==> config.mk <==
export PLATFORM = sky130hd
export DESIGN_NAME = amo_sequencer_flat
export DESIGN_NICKNAME = d
export VERILOG_FILES = /design/src/rtl/amo_sequencer_if.sv /design/src/rtl/amo_sequencer.sv /design/src/flat_wrapper.sv
export SDC_FILE = /design/constraint.sdc
export NUM_CORES = 1
export LEC_CHECK = 0
export BUFFER_PORTS_ARGS = -buffer_cell sky130_fd_sc_hd__buf_2
export CAP_MARGIN = 15
export CORE_AREA = 2 2 153 155
export CTS_CLUSTER_SIZE = 28
export DETAILED_ROUTE_END_ITERATION = 6
export DIE_AREA = 0 0 155 157
export GPL_ROUTABILITY_DRIVEN = 1
export HOLD_SLACK_MARGIN = 0.1
export PLACE_DENSITY_LB_ADDON = 0.2
export SLEW_MARGIN = 40
export SYNTH_ARGS = -nofsm -noshare
export SYNTH_HDL_FRONTEND = slang
export SYNTH_SLANG_ARGS = --single-unit
==> constraint.sdc <==
create_clock -name clk -period 2.65 [get_ports clk]
set_input_delay 0.1325 -clock clk [delete_from_list [all_inputs] [get_ports clk]]
set_output_delay 0.1325 -clock clk [all_outputs]
set_load 0.02 [all_outputs]
==> src/rtl/amo_sequencer_if.sv <==
// Bundle of every signal the atomic sequencer exchanges with the core,
// the data-memory port, the shared ALU and the snoop bus.
// The sequencer connects through "slave"; its environment uses "master".
interface amo_sequencer_if #(
    parameter int ADDR_W = 32
);
    // Request from the execute stage
    logic              req_valid;
    logic              req_ready;
    logic [1:0]        req_kind;
    logic [15:0]       req_op;
    logic [ADDR_W-1:0] req_addr;
    logic [31:0]       req_data;

    // Response back to the core
    logic              resp_valid;
    logic              resp_ready;
    logic [31:0]       resp_data;
    logic              resp_err;

    // Data-memory port
    logic              mem_req;
    logic              mem_we;
    logic [ADDR_W-1:0] mem_addr;
    logic [31:0]       mem_wdata;
    logic              mem_ack;
    logic [31:0]       mem_rdata;

    // Shared ALU
    logic [31:0]       alu_in1;
    logic [31:0]       alu_in2;
    logic [15:0]       alu_op;
    logic [63:0]       alu_result;

    // Writes by other masters
    logic              snoop_valid;
    logic [ADDR_W-1:0] snoop_addr;

    modport slave (
        input  req_valid, req_kind, req_op, req_addr, req_data,
        output req_ready,
        output resp_valid, resp_data, resp_err,
        input  resp_ready,
        output mem_req, mem_we, mem_addr, mem_wdata,
        input  mem_ack, mem_rdata,
        output alu_in1, alu_in2, alu_op,
        input  alu_result,
        input  snoop_valid, snoop_addr
    );

    modport master (
        output req_valid, req_kind, req_op, req_addr, req_data,
        input  req_ready,
        input  resp_valid, resp_data, resp_err,
        output resp_ready,
        input  mem_req, mem_we, mem_addr, mem_wdata,
        output mem_ack, mem_rdata,
        input  alu_in1, alu_in2, alu_op,
        output alu_result,
        output snoop_valid, snoop_addr
    );
endinterface

==> src/rtl/amo_sequencer.sv <==
// RV32A atomic sequencer: read, one ALU pass, write-back, and the single
// LR/SC reservation. All outputs are decoded from registered state only,
// so no request/memory input reaches an output combinationally.
module amo_sequencer #(
    parameter int ADDR_W = 32
) (
    input logic               clk,
    input logic               rst_n,
    amo_sequencer_if.slave    bus
);

    localparam logic [1:0] KIND_AMO = 2'b00;
    localparam logic [1:0] KIND_LR  = 2'b01;
    localparam logic [1:0] KIND_SC  = 2'b10;
    localparam logic [1:0] KIND_BAD = 2'b11;

    typedef enum logic [2:0] {
        ST_IDLE = 3'd0,
        ST_RD   = 3'd1,
        ST_EXEC = 3'd2,
        ST_WR   = 3'd3,
        ST_RESP = 3'd4
    } state_t;

    // Opcodes the sequencer will hand to the ALU for an AMO.
    function automatic logic op_is_legal(input logic [15:0] op);
        logic legal;
        case (op)
            16'h0001, 16'h0004, 16'h0008, 16'h0010,
            16'h2000, 16'h4000, 16'h8000: legal = 1'b1;
            default:                      legal = 1'b0;
        endcase
        return legal;
    endfunction

    state_t              state_q, state_d;
    logic [1:0]          kind_q, kind_d;
    logic [15:0]         op_q, op_d;
    logic [ADDR_W-1:0]   addr_q, addr_d;
    logic [31:0]         data_q, data_d;
    logic [31:0]         old_q, old_d;
    logic [31:0]         new_q, new_d;
    logic [31:0]         rdata_q, rdata_d;
    logic                err_q, err_d;
    logic                res_valid_q, res_valid_d;
    logic [ADDR_W-3:0]   res_addr_q, res_addr_d;

    logic                req_bad_s;
    logic                snoop_hit_res_s;
    logic                snoop_hit_cur_s;
    logic                res_set_s;
    logic                res_clr_s;
    logic                unused_bits_s;

    // Upper ALU half and snoop byte offset carry no information here.
    assign unused_bits_s = ^{bus.alu_result[63:32], bus.snoop_addr[1:0]};

    // Classify the incoming request and the snoop bus against the reservation.
    always_comb begin
        req_bad_s       = (bus.req_addr[1:0] != 2'b00) ||
                          (bus.req_kind == KIND_BAD) ||
                          ((bus.req_kind == KIND_AMO) && !op_is_legal(bus.req_op));
        snoop_hit_res_s = bus.snoop_valid && res_valid_q &&
                          (bus.snoop_addr[ADDR_W-1:2] == res_addr_q);
        snoop_hit_cur_s = bus.snoop_valid &&
                          (bus.snoop_addr[ADDR_W-1:2] == addr_q[ADDR_W-1:2]);
    end

    // Next-state logic of the sequencing FSM and its data latches.
    always_comb begin
        state_d   = state_q;
        kind_d    = kind_q;
        op_d      = op_q;
        addr_d    = addr_q;
        data_d    = data_q;
        old_d     = old_q;
        new_d     = new_q;
        rdata_d   = rdata_q;
        err_d     = err_q;
        res_set_s = 1'b0;
        res_clr_s = 1'b0;

        case (state_q)
            ST_IDLE: begin
                if (bus.req_valid) begin
                    kind_d  = bus.req_kind;
                    op_d    = bus.req_op;
                    addr_d  = bus.req_addr;
                    data_d  = bus.req_data;
                    err_d   = 1'b0;
                    rdata_d = 32'd0;
                    if (req_bad_s) begin
                        err_d   = 1'b1;
                        state_d = ST_RESP;
                    end else if (bus.req_kind == KIND_SC) begin
                        // A same-cycle snoop hit wins over the SC.
                        if (res_valid_q && !snoop_hit_res_s &&
                            (res_addr_q == bus.req_addr[ADDR_W-1:2])) begin
                            res_clr_s = 1'b1;
                            state_d   = ST_WR;
                        end else begin
                            rdata_d = 32'd1;
                            state_d = ST_RESP;
                        end
                    end else begin
                        state_d = ST_RD;
                    end
                end else begin
                    state_d = ST_IDLE;
                end
            end
            ST_RD: begin
                if (bus.mem_ack) begin
                    old_d = bus.mem_rdata;
                    if (kind_q == KIND_LR) begin
                        rdata_d = bus.mem_rdata;
                        // A write by someone else racing the LR leaves no reservation.
                        if (snoop_hit_cur_s) begin
                            res_clr_s = 1'b1;
                        end else begin
                            res_set_s = 1'b1;
                        end
                        state_d = ST_RESP;
                    end else begin
                        state_d = ST_EXEC;
                    end
                end else begin
                    state_d = ST_RD;
                end
            end
            ST_EXEC: begin
                new_d   = bus.alu_result[31:0];
                state_d = ST_WR;
            end
            ST_WR: begin
                if (bus.mem_ack) begin
                    if (kind_q == KIND_AMO) begin
                        rdata_d = old_q;
                        if (res_valid_q && (res_addr_q == addr_q[ADDR_W-1:2])) begin
                            res_clr_s = 1'b1;
                        end else begin
                            res_clr_s = 1'b0;
                        end
                    end else begin
                        rdata_d = 32'd0;
                    end
                    state_d = ST_RESP;
                end else begin
                    state_d = ST_WR;
                end
            end
            ST_RESP: begin
                if (bus.resp_ready) begin
                    state_d = ST_IDLE;
                end else begin
                    state_d = ST_RESP;
                end
            end
            default: begin
                state_d = ST_IDLE;
            end
        endcase
    end

    // Reservation update: set by LR, cleared by snoop hit, SC success or AMO write.
    always_comb begin
        res_valid_d = res_valid_q;
        res_addr_d  = res_addr_q;
        if (res_set_s) begin
            res_valid_d = 1'b1;
            res_addr_d  = addr_q[ADDR_W-1:2];
        end else if (res_clr_s || snoop_hit_res_s) begin
            res_valid_d = 1'b0;
        end else begin
            res_valid_d = res_valid_q;
        end
    end

    // State and datapath registers; reset aborts any operation in flight.
    always_ff @(posedge clk or negedge rst_n) begin
        if (!rst_n) begin
            state_q     <= ST_IDLE;
            kind_q      <= 2'b00;
            op_q        <= 16'd0;
            addr_q      <= {ADDR_W{1'b0}};
            data_q      <= 32'd0;
            old_q       <= 32'd0;
            new_q       <= 32'd0;
            rdata_q     <= 32'd0;
            err_q       <= 1'b0;
            res_valid_q <= 1'b0;
            res_addr_q  <= {(ADDR_W-2){1'b0}};
        end else begin
            state_q     <= state_d;
            kind_q      <= kind_d;
            op_q        <= op_d;
            addr_q      <= addr_d;
            data_q      <= data_d;
            old_q       <= old_d;
            new_q       <= new_d;
            rdata_q     <= rdata_d;
            err_q       <= err_d;
            res_valid_q <= res_valid_d;
            res_addr_q  <= res_addr_d;
        end
    end

    // Output decode from the registered state; everything idles at zero.
    always_comb begin
        bus.req_ready  = 1'b0;
        bus.resp_valid = 1'b0;
        bus.resp_data  = 32'd0;
        bus.resp_err   = 1'b0;
        bus.mem_req    = 1'b0;
        bus.mem_we     = 1'b0;
        bus.mem_addr   = {ADDR_W{1'b0}};
        bus.mem_wdata  = 32'd0;
        bus.alu_in1    = 32'd0;
        bus.alu_in2    = 32'd0;
        bus.alu_op     = 16'd0;
        case (state_q)
            ST_IDLE: begin
                bus.req_ready = 1'b1;
            end
            ST_RD: begin
                bus.mem_req  = 1'b1;
                bus.mem_addr = addr_q;
            end
            ST_EXEC: begin
                bus.alu_in1 = old_q;
                bus.alu_in2 = data_q;
                bus.alu_op  = op_q;
            end
            ST_WR: begin
                bus.mem_req  = 1'b1;
                bus.mem_we   = 1'b1;
                bus.mem_addr = addr_q;
                if (kind_q == KIND_SC) begin
                    bus.mem_wdata = data_q;
                end else begin
                    bus.mem_wdata = new_q;
                end
            end
            ST_RESP: begin
                bus.resp_valid = 1'b1;
                bus.resp_data  = rdata_q;
                bus.resp_err   = err_q;
            end
            default: begin
                bus.req_ready = 1'b0;
            end
        endcase
    end

endmodule

==> src/flat_wrapper.sv <==
// flat-port wrapper written by rule: the top's interface ports become plain ports
module amo_sequencer_flat 
#(
    parameter int ADDR_W = 32
)
  (clk, rst_n, bus_req_valid, bus_req_kind, bus_req_op, bus_req_addr, bus_req_data, bus_req_ready, bus_resp_valid, bus_resp_data, bus_resp_err, bus_resp_ready, bus_mem_req, bus_mem_we, bus_mem_addr, bus_mem_wdata, bus_mem_ack, bus_mem_rdata, bus_alu_in1, bus_alu_in2, bus_alu_op, bus_alu_result, bus_snoop_valid, bus_snoop_addr);
  amo_sequencer_if #(.ADDR_W(ADDR_W)) bus_i ();
  input logic clk;
  input logic rst_n;
  input wire logic [$bits(bus_i.req_valid)-1:0] bus_req_valid;
  input wire logic [$bits(bus_i.req_kind)-1:0] bus_req_kind;
  input wire logic [$bits(bus_i.req_op)-1:0] bus_req_op;
  input wire logic [$bits(bus_i.req_addr)-1:0] bus_req_addr;
  input wire logic [$bits(bus_i.req_data)-1:0] bus_req_data;
  output wire logic [$bits(bus_i.req_ready)-1:0] bus_req_ready;
  output wire logic [$bits(bus_i.resp_valid)-1:0] bus_resp_valid;
  output wire logic [$bits(bus_i.resp_data)-1:0] bus_resp_data;
  output wire logic [$bits(bus_i.resp_err)-1:0] bus_resp_err;
  input wire logic [$bits(bus_i.resp_ready)-1:0] bus_resp_ready;
  output wire logic [$bits(bus_i.mem_req)-1:0] bus_mem_req;
  output wire logic [$bits(bus_i.mem_we)-1:0] bus_mem_we;
  output wire logic [$bits(bus_i.mem_addr)-1:0] bus_mem_addr;
  output wire logic [$bits(bus_i.mem_wdata)-1:0] bus_mem_wdata;
  input wire logic [$bits(bus_i.mem_ack)-1:0] bus_mem_ack;
  input wire logic [$bits(bus_i.mem_rdata)-1:0] bus_mem_rdata;
  output wire logic [$bits(bus_i.alu_in1)-1:0] bus_alu_in1;
  output wire logic [$bits(bus_i.alu_in2)-1:0] bus_alu_in2;
  output wire logic [$bits(bus_i.alu_op)-1:0] bus_alu_op;
  input wire logic [$bits(bus_i.alu_result)-1:0] bus_alu_result;
  input wire logic [$bits(bus_i.snoop_valid)-1:0] bus_snoop_valid;
  input wire logic [$bits(bus_i.snoop_addr)-1:0] bus_snoop_addr;
  assign bus_i.req_valid = bus_req_valid;
  assign bus_i.req_kind = bus_req_kind;
  assign bus_i.req_op = bus_req_op;
  assign bus_i.req_addr = bus_req_addr;
  assign bus_i.req_data = bus_req_data;
  assign bus_req_ready = bus_i.req_ready;
  assign bus_resp_valid = bus_i.resp_valid;
  assign bus_resp_data = bus_i.resp_data;
  assign bus_resp_err = bus_i.resp_err;
  assign bus_i.resp_ready = bus_resp_ready;
  assign bus_mem_req = bus_i.mem_req;
  assign bus_mem_we = bus_i.mem_we;
  assign bus_mem_addr = bus_i.mem_addr;
  assign bus_mem_wdata = bus_i.mem_wdata;
  assign bus_i.mem_ack = bus_mem_ack;
  assign bus_i.mem_rdata = bus_mem_rdata;
  assign bus_alu_in1 = bus_i.alu_in1;
  assign bus_alu_in2 = bus_i.alu_in2;
  assign bus_alu_op = bus_i.alu_op;
  assign bus_i.alu_result = bus_alu_result;
  assign bus_i.snoop_valid = bus_snoop_valid;
  assign bus_i.snoop_addr = bus_snoop_addr;
  amo_sequencer #(.ADDR_W(ADDR_W)) u_core (.clk(clk), .rst_n(rst_n), .bus(bus_i));
endmodule
== Word level (Yosys, flattened, before mapping) ==
Cells that the tools add are included.
Cells by class
  equal/unequal tests: 23
  multiplexer cells: 49
  reduce and logical (&&, ||, !) cells: 23
Operators with widths (number)
  32-bit 2-to-1 mux: 13
  30-bit == test: 4
  32-bit one-hot mux with 3 select lines: 1
  1-bit 2-to-1 mux: 24
  3-bit 2-to-1 mux: 8
  16-bit by 1-bit == test with 1-bit output, second input constant: 1
  16-bit by 14-bit == test with 1-bit output, second input constant: 1
  16-bit by 15-bit == test with 1-bit output, second input constant: 1
  16-bit == test, second input constant: 1
  16-bit by 3-bit == test with 1-bit output, second input constant: 1
  16-bit by 4-bit == test with 1-bit output, second input constant: 1
  16-bit by 5-bit == test with 1-bit output, second input constant: 1
  16-bit 2-to-1 mux: 1
  3-bit one-hot mux with 5 select lines: 1
  1-bit logical AND: 7
  7-bit OR reduction: 1
  2-bit == test, second input constant: 3
  3-bit by 2-bit == test with 1-bit output, second input constant: 2
  2-bit != test, second input constant: 3
  5-bit AND reduction: 1
  2-bit zero test: 2
  2-bit AND reduction: 2
  2-bit nonzero test: 2
  3-bit by 1-bit == test with 1-bit output, second input constant: 1
  other kinds (9): 12
Word-level totals
  register bits after elaboration: 213
  input port bits: 216
  output and inout port bits: 181
  word-level logic and storage cells: 106

== Longest topological paths before layout ==
Gate-level depths: netlist of the first run.
  depth in word-level cells: 13
  mapped depth: 7
  depth with buffers taken out: 7

== Worst setup path before layout of the first run ==
OpenSTA, ideal clock, no wires.
  path type: flip-flop to flip-flop
  start: register u_core.state_q[1]
  end: register u_core.state_q[1]
  library setup time: 0.101 ns
  data arrival time: 2.028 ns
  data required time: 2.549 ns
  setup slack: 0.521 ns
  stages on the path, launching flop included: 6
  buffers on the path: 1
  period minus slack after synthesis: 2.129 ns
  cell sequence: dfrtp_1 buf_2 nor3_1 nand2_1 or4_1 o32ai_1
On the way
  word-level cells in the longest chain between the ends: 2
  elaborated cells on any way between the ends: 6
  classes of those cells: eq/ne (4); mux (1); reduce/logical (1)
RTL lines
  from (decl): line amo_sequencer.sv:36  | state_t state_q, state_d;
  from (signal assigned): line amo_sequencer.sv:194  | state_q <= state_d;
  3-bit == test (tied with other cells): line amo_sequencer.sv:83  | case (state_q)
  3-bit one-hot mux with 5 select lines *: line amo_sequencer.sv:83
  via u_core.state_d[1]: line amo_sequencer.sv:36
Mark *: on every way through the listed nets, which the timed path passes. The rest lies on a longest branch.
A chain may end at the register's enable or synchronous reset.

== Worst setup path in the final report of the first run ==
  start: register u_core.state_q[2]
  end: output port bus_alu_in2[7]
On the way
  word-level cells in the longest chain between the ends: 2
RTL lines
  3-bit by 2-bit == test with 1-bit output: line amo_sequencer.sv:221  | case (state_q)
  32-bit 2-to-1 mux: line amo_sequencer.sv:221
  to (decl): line flat_wrapper.sv:27  | output wire logic [$bits(bus_i.alu_in2)-1:0] bus_alu_in2;
No other way between the ends.

==> results of run 1 <==
cells in the final DEF (no fill, tap or decap), drive strengths merged, types with 4 or more instances in the layout:
cell / count
a21oi: 68
a22oi: 31
and2: 113
and3: 33
buf: 385
clkbuf: 36
clkinv: 4
dfrtp: 213
dlygate4sd3: 150
inv: 5
mux2: 94
nand2: 319
nand3: 4
nand4: 24
nor2: 39
nor3: 8
nor4: 11
o21ai: 4
xnor2: 94
xor2: 29
worst paths after layout:
check                           depth (start not counted)           endpoint                  from
worst max-delay path                                    5     bus_alu_in2[7]     u_core.state_q[2]
worst min-delay path                                    2  u_core.addr_q[13]                 rst_n
worst max register to register                          6  u_core.state_q[0]  u_core.res_addr_q[1]
worst min register to register                          2    u_core.op_q[13]       u_core.op_q[13]
max in group asynchronous                               3   u_core.new_q[24]                 rst_n
min in group clk                                        4  u_core.rdata_q[0]         bus_req_valid
layout make-up:
cell class / instances / area (sq um)
well taps: 285 / 357
fillers: 1730 / 6960
repair buffers: 535 / 3530
flip-flops and latches: 213 / 5330
clock inverters: 5 / 61.3
diodes: 3 / 7.51
multi-input cells: 897 / 5540
inverters: 5 / 18.8
clock buffers: 36 / 696
what timing repair did:
action,4_1_cts,5_1_grt
gates resized for setup,0,0
hold buffers,150,0
endpoints found under the hold margin,371,0
endpoints found under the setup margin,0,0
critical path, delay by kind of cell, from the launching register on:
kind / cells / cell delay, ns
flip-flops: 1 / 0.37
AND/OR/NAND/NOR: 2 / 0.59
buffers and inverters: 3 / 0.80
state kept, by name, summed over array words and instances (netlist names):
signal and flops:
u_core.addr_q 32, u_core.data_q 32, u_core.new_q 32, u_core.old_q 32
u_core.rdata_q 32, u_core.res_addr_q 30, u_core.op_q 16, u_core.state_q 3
u_core.kind_q 2, u_core.err_q 1, u_core.res_valid_q 1
power by group through the flow:
stage | registers (mW) | logic (mW) | clock network, mW
4_1_cts | 6.05 | 5.30 | 3.29
2_1_floorplan | 5.70 | 3.70 | 0
5_1_grt | 6.30 | 5.89 | 3.45
3_3_place_gp | 6.00 | 4.99 | 0
3_5_place_dp | 6.10 | 5.09 | 0
6_report | 6.10 | 5.34 | 3.24
through the flow:
step                hold slack, ns  std cells  setup WS [ns]  cell area (sq um)
floorplan                   -0.163       1184          0.521              11100
global placement             0.108       1785          0.446              13300
detailed placement           0.110       1785          0.397              13300
CTS                          0.142       1976          0.153              15500
global route                 0.181       1977         0.0717              15500
finish                       0.145       1979          0.163              15500
routing by layer:
metal	routed length, um	track usage (%)
met1	14700	38.6
met2	17600	49.0
met3	2780	5.40
met4	1430	12.3
met5	0	0
cells by family (layout without fill, tap and decap cells):
group / Yosys count / count (layout) / synth area share (%)
and+or+nand+nor: 564 / 564 / 23.8
xor gates and xnor gates: 123 / 123 / 9.69
muxes: 94 / 94 / 9.52
buffers and inverters: 74 / 581 / 2.56
AOI/OAI and AO/OA: 116 / 116 / 6.47
other: 0 / 3 / 0
DFF: 213 / 213 / 48.0
==> flow_summary.json, run 1 <==
{
  "rsz0062_at_grt": "false",
  "ys_types": 41,
  "cp.required_ns": 2.52,
  "period_minus_slack_ns": 2.49,
  "cp-end-kind": "output port",
  "cts_tree": "done",
  "max_cap_violations": 0,
  "postCtsSetupBuffers": 0,
  "dp_hpwl_um": 23600,
  "final_hold_viol_count": 0,
  "root_buffer": "clkbuf_16",
  "overflow": 0,
  "grt_pass1_vias": 10827,
  "yosys-top-cells-area": "dfrtp_1 48%, nand2_1 11%, mux2_2 8.8%, xnor2_1 7.4%, and2_1 6.4%",
  "fmaxAchievable_mhz": 402,
  "area_delta_synth_final_pct": 39.9,
  "finalCritPeriodShare_pct": 93.9,
  "start_kind": "flip-flop",
  "syn_avg_cell_area_sq_um": 9.39,
  "first_iter_violations": 714,
  "status": "completed",
  "antenna_found_initial": 1,
  "die_area_sq_um": 24300,
  "initial_utilization_pct": 49.4,
  "syn-num-nets": 1400,
  "synth-edff-count": 0,
  "synth-seq-cells": 213,
  "irDropWorstVdd_mv": 0.512,
  "vias": 10651,
  "seq_area_frac_synth_pct": 48.0,
  "rows": 55,
  "drive_gt1_share_pct": 30.8,
  "cts_sinks": 213,
  "place_congestion": 0.908,
  "yosysMostFrequentCell": "nand2_1",
  "wl_um": 36500,
  "p_per_area_nw_per_um2": 944,
  "finalSetupTns_ns": 0,
  "synth_top_area_share_pct": 48.0,
  "async_flop_share_pct": 100,
  "drc_errors": 0,
  "cts_made_buffers": 24,
  "drtPass1Iterations": 6,
  "seqPwrFrac_pct": 41.6,
  "p_int_mw": 9.03,
  "max_stage_delay_ns": 0.38,
  "clock_skew_ns": 0.0135,
  "min_path_type": "input pin to async pin",
  "grt_first_pass_wirelength_um": 57500,
  "grt_max_degree": 96,
  "setup_viol": 0,
  "clk_latency_ns": 0.52,
  "arrival_ns": 2.35,
  "ys_top_cells_by_count": "319 x nand2_1, 213 x dfrtp_1, 113 x and2_1, 94 x xnor2_1, 87 x mux2_2",
  "pwr-share-comb_pct": 36.4,
  "fin_util_pct": 69.1,
  "ant_nets": 0,
  "synth_cells": 1184,
  "power.share.clock_pct": 22.1,
  "reg2reg_slack_ns": 0.37,
  "final_nets": 1892,
  "cp_max_fo": 95,
  "drv_slew": 0,
  "syn_area_sq_um": 11100,
  "clk_pin_slew_ns": 0.06,
  "crit_type": "flip-flop to output port",
  "p_leak_nw": 7.89,
  "relSlewSlack_pct": 58.6,
  "switchingPower_mw": 5.65,
  "path_cells": "buf_4 > nor3b_2 > buf_12 > and2_1 > buf_2",
  "io_buffers": 362,
  "finalPower_mw": 14.7,
  "worstMarginPinSlew_ns": 0.616,
  "clockBufferDepth": 3,
  "synth.largest_area_cell": "dfrtp_1",
  "io_pins": 397,
  "die_x_um": 155,
  "yosysWarnings": 0,
  "viasPerCell": 5.38,
  "fp.dieH_um": 157,
  "synth_ff_type": "dfrtp_1",
  "slowest_stage": "buf_12",
  "core_area_sq_um": 22500,
  "grt_util_all_layers_pct": 29.6,
  "htree_levels": 1,
  "swShare_pct": 38.5,
  "routedWlPerCell_um": 18.4
}
Power figures use the tool's default switching activity.
==> run 2: changes to the inputs <==
- CORE_AREA: 2 2 153 155 -> 2 2 170 172
- DIE_AREA: 0 0 155 157 -> 0 0 172 174
==> run 2 against run 1 <==
Compared with the run above: critical path depth unchanged; final cell count up 5.3%; flip-flop and latch count unchanged; highest routed layer unchanged; fmax down 1.1%; first-iteration DRC count down 21%; die area up 23%; register-to-register slack worse by 0.03 ns; largest power group unchanged; largest cell class unchanged; design area up 1.6%; clock-buffer cell count up 4.
==> flow_summary.json, run 2 (synthesis gave the netlist of run 1 again) <==
{
  "switchingPower_mw": 5.75,
  "antenna_found_initial": 1,
  "start_kind": "flip-flop",
  "drtPass1Iterations": 5,
  "final_cell_mix": "361 x buf_2, 318 x nand2_1, 213 x dfrtp_1",
  "clockBufferDepth": 3,
  "min_path_type": "input pin to flip-flop",
  "io_pins": 397,
  "overflow": 0,
  "drv_slew": 0,
  "p_int_mw": 9.28,
  "root_buffer": "clkbuf_16",
  "io_buffers": 362,
  "routedWlPerCell_um": 18.0,
  "p_leak_nw": 7.94,
  "die_x_um": 172,
  "dp_hpwl_um": 24900,
  "relSlewSlack_pct": 58.0,
  "area_delta_synth_final_pct": 42.1,
  "place_congestion": 0.898,
  "grt_first_pass_wirelength_um": 57900,
  "swShare_pct": 38.2,
  "finalCritPeriodShare_pct": 94.9,
  "grt_max_degree": 67,
  "finalPower_mw": 15.0,
  "fp.dieH_um": 174,
  "clock_skew_ns": 0.0103,
  "pwr-share-comb_pct": 36.7,
  "fmaxAchievable_mhz": 397,
  "cp.required_ns": 2.52,
  "max_cap_violations": 0,
  "cp-end-kind": "output port",
  "irDropWorstVdd_mv": 0.509,
  "cts-resized-gates": 0,
  "core_area_sq_um": 28200,
  "seqPwrFrac_pct": 40.2,
  "worstMarginPinSlew_ns": 0.629,
  "arrival_ns": 2.38,
  "ant_nets": 0,
  "drive_gt1_share_pct": 30.9,
  "cts_tree": "done",
  "hp-start": "bus_req_valid",
  "grt_pass1_vias": 10525,
  "finalSetupTns_ns": 0,
  "final_nets": 1895,
  "rsz0062_at_grt": "false",
  "die_area_sq_um": 29900,
  "fin_util_pct": 55.9,
  "final_hold_viol_count": 0,
  "cp-startpoint": "u_core.state_q[2]",
  "grt_util_all_layers_pct": 24.6,
  "wl_um": 37500,
  "htree_levels": 1,
  "cts_sinks": 213,
  "clk_pin_slew_ns": 0.06,
  "clk_latency_ns": 0.52,
  "crit_type": "flip-flop to output port",
  "power.share.clock_pct": 23.1,
  "vias": 10405,
  "first_iter_violations": 566,
  "cts_made_buffers": 25,
  "p_per_area_nw_per_um2": 952,
  "drc_errors": 0,
  "setup_viol": 0,
  "initial_utilization_pct": 39.4,
  "r2r-start": "u_core.addr_q[25]",
  "cp_max_fo": 58,
  "status": "completed",
  "final_common_cell": "buf_2",
  "rows": 62,
  "viasPerCell": 5.00,
  "period_minus_slack_ns": 2.52
}
## run 2: stage by stage
stage                     setup WS [ns]  hold WS [ns]  std cells  area, sq um
after floorplan                   0.521        -0.163       1184        11100
after global placement            0.329        0.0935       1886        13500
after detailed placement          0.264        0.0938       1886        13500
after CTS                         0.102         0.111       2081        15800
after global routing             0.0550         0.139       2082        15800
final                             0.134         0.133       2083        15800
## run 2: layout make-up
type,instances,area (sq um)
clock inverters,5,77.6
multi-input cells,897,5550
repair buffers,537,3590
fillers,2566,12400
diodes,2,5.00
flip-flops and latches,213,5330
inverters,5,18.8
well taps,384,480
clock buffers,40,742
## run 2: power groups by stage
stage          Clock [mW]  Sequential [mW]  Combinational [mW]
4_1_cts              3.57             6.02                5.54
3_5_place_dp            0             6.06                5.34
3_3_place_gp            0             5.98                5.26
5_1_grt              3.72             6.25                6.07
2_1_floorplan           0             5.70                3.70
6_report             3.48             6.04                5.51
## run 2: layer usage
layer  track usage (%)  wire length [um]
met4              8.61              1360
met1              31.5             15500
met2              41.3             17900
met3              5.05              2770
met5                 0                 0
## run 2: critical path, stage by stage (launching register included)
cell	delay (ns)
dfrtp_1	0.37
buf_4	0.26
nor3b_2	0.44
buf_12	0.29
and2_1	0.24
buf_2	0.20
## run 2: path summary, 6_finish.rpt
| kind | to | slack, ns | cells after the start |
|---|---|---|---|
| worst min-delay path | u_core.state_q[1] | 0.13 | 4 |
| worst max register to register | u_core.res_addr_q[4] | 0.34 | 6 |
| min in group asynchronous | u_core.addr_q[17] | 0.14 | 2 |
| worst min register to register | u_core.op_q[14] | 0.46 | 2 |
| worst max-delay path | bus_alu_in2[16] | 0.13 | 5 |
| max in group asynchronous | u_core.err_q | 1.66 | 3 |
## run 2: repair_timing
action | 4_1_cts | 5_1_grt
buffers inserted | 0 | 0
hold buffers | 150 | 0
endpoints found under the hold margin | 393 | 0
==> run 3: changes to the inputs <==
- CORE_AREA: 2 2 170 172 -> 2 2 156 158
- DIE_AREA: 0 0 172 174 -> 0 0 158 160
- HOLD_SLACK_MARGIN: 0.1 -> 0.12
==> run 3 against run 2 <==
Compared with the run above: the run now ends with design-rule violations left; die area shrank 16%; critical path type unchanged; sequential power up 1%; fmax grew 6.3%; non-clock buffer count did not move; global-route usage increased by 3.5 points; routed wire length down 4.3%; clock power fell by 2%; design area down 0.72%.
==> flow_summary.json, run 3 (synthesis gave the netlist of run 1 again) <==
{
  "status": "finished with violations",
  "violations": "design-rule violations",
  "final_nets": 1894,
  "arrival_ns": 2.24,
  "drtPass1Iterations": 7,
  "io_buffers": 362,
  "grt_first_pass_wirelength_um": 56300,
  "grt_util_all_layers_pct": 28.1,
  "rows": 57,
  "r2r-start": "u_core.res_addr_q[1]",
  "relSlewSlack_pct": 51.8,
  "die_area_sq_um": 25300,
  "final_cell_mix": "361 x buf_2, 318 x nand2_1, 213 x dfrtp_1",
  "crit_type": "flip-flop to output port",
  "cp_max_fo": 33,
  "irDropWorstVdd_mv": 0.589,
  "wl_um": 35900,
  "grt_max_degree": 90,
  "dp.cells": 1826,
  "routedWlPerCell_um": 17.8,
  "postCtsSetupBuffers": 0,
  "clk_latency_ns": 0.51,
  "initial_utilization_pct": 46.7,
  "r2r_cells": 6,
  "cts_tree": "done",
  "max_cap_violations": 0,
  "htree_levels": 1,
  "min_path_type": "input pin to async pin",
  "r2r-end": "u_core.state_q[0]",
  "cts_sinks": 213,
  "grt_pass1_vias": 10750,
  "n_fill_cell": 1956,
  "first_iter_violations": 739,
  "period_minus_slack_ns": 2.37,
  "p_leak_nw": 7.92,
  "finalSetupTns_ns": 0,
  "cts_made_buffers": 24,
  "clk_pin_slew_ns": 0.06,
  "cp-end-kind": "output port",
  "dpl_cell_area_sq_um": 13400,
  "overflow": 0,
  "fmaxAchievable_mhz": 422,
  "cp.required_ns": 2.52,
  "io_pins": 397,
  "setup_viol": 0,
  "area_delta_synth_final_pct": 41.1,
  "stdcell_area_sq_um": 15700,
  "root_buffer": "clkbuf_16",
  "die_x_um": 158,
  "drive_gt1_share_pct": 31.0,
  "cts-resized-gates": 0,
  "dp_hpwl_um": 23600,
  "place_congestion": 0.848,
  "final_hold_viol_count": 0,
  "finalCritPeriodShare_pct": 89.3,
  "clockBufferDepth": 3,
  "ant_nets": 0,
  "hold_buffers": 150,
  "worstMarginPinSlew_ns": 0.724,
  "final_cells": 2018,
  "core_area_sq_um": 23800,
  "vias": 10517,
  "fp.dieH_um": 160,
  "start_kind": "flip-flop",
  "reg2reg_slack_ns": 0.38,
  "drv_slew": 0,
  "antenna_found_initial": 1,
  "viasPerCell": 5.21,
  "rsz0062_at_grt": "false",
  "drc_errors": 5,
  "final_common_cell": "buf_2",
  "p_per_area_nw_per_um2": 950,
  "fin_ws_ns": 0.282,
  "clock_skew_ns": 0.00589,
  "pre_cts_slack_ns": 0.400
}
## run 3: through the flow
stage | hold WS (ns) | utilization, % | total power, mW
6_report | 0.215 | 65.8 | 14.9
5_1_grt | 0.250 | 65.8 | 15.8
4_1_cts | 0.249 | 65.8 | 14.9
3_5_place_dp | 0.196 | 56.1 | 11.3
3_3_place_gp | 0.196 | 56.1 | 11.1
2_1_floorplan | -0.163 | - | 9.40
## run 3: final cells by class
type / instances / area [sq um] / share of cell area, %
well taps: 324 / 405 / 2.59
flip-flops and latches: 213 / 5330 / 34.0
clock inverters: 8 / 118 / 0.750
multi-input cells: 897 / 5540 / 35.4
inverters: 5 / 18.8 / 0.120
clock buffers: 33 / 686 / 4.37
repair buffers: 537 / 3570 / 22.8
diodes: 1 / 2.50 / 0.0160
## run 3: power by group
part | internal (mW) | switching, mW
sequential | 4.74 | 1.37
clock | 2.09 | 1.32
combinational | 2.40 | 2.97
## run 3: critical path: stages, from the launching register on
cell and delay (ns):
dfrtp_1 0.46, nand2b_1 0.27, inv_1 0.11, nand2_1 0.10
buf_4 0.27, a21oi_1 0.27, buf_2 0.22
## run 3: worst max path at each step
stage                     cells after the start           endpoint  slack, ns             startpoint
after global routing                          6  bus_mem_wdata[21]       0.18      u_core.state_q[2]
after floorplan                               5  u_core.state_q[1]       0.52      u_core.state_q[1]
after global placement                        6  u_core.state_q[0]       0.44  u_core.res_addr_q[14]
after CTS                                     6  bus_mem_wdata[27]       0.25      u_core.state_q[2]
final                                         6  bus_mem_wdata[21]       0.28      u_core.state_q[2]
after detailed placement                      6  u_core.state_q[0]       0.40   u_core.res_addr_q[1]
## run 3: metal layers
metal  track usage (%)  vias up  share of wire [%]
li1                  -     4910                  -
met1              36.2     5102                 41
met2              47.3      424                 49
met3              4.97       81                7.0
met4              10.5        0                3.5
met5                 0        -                  0
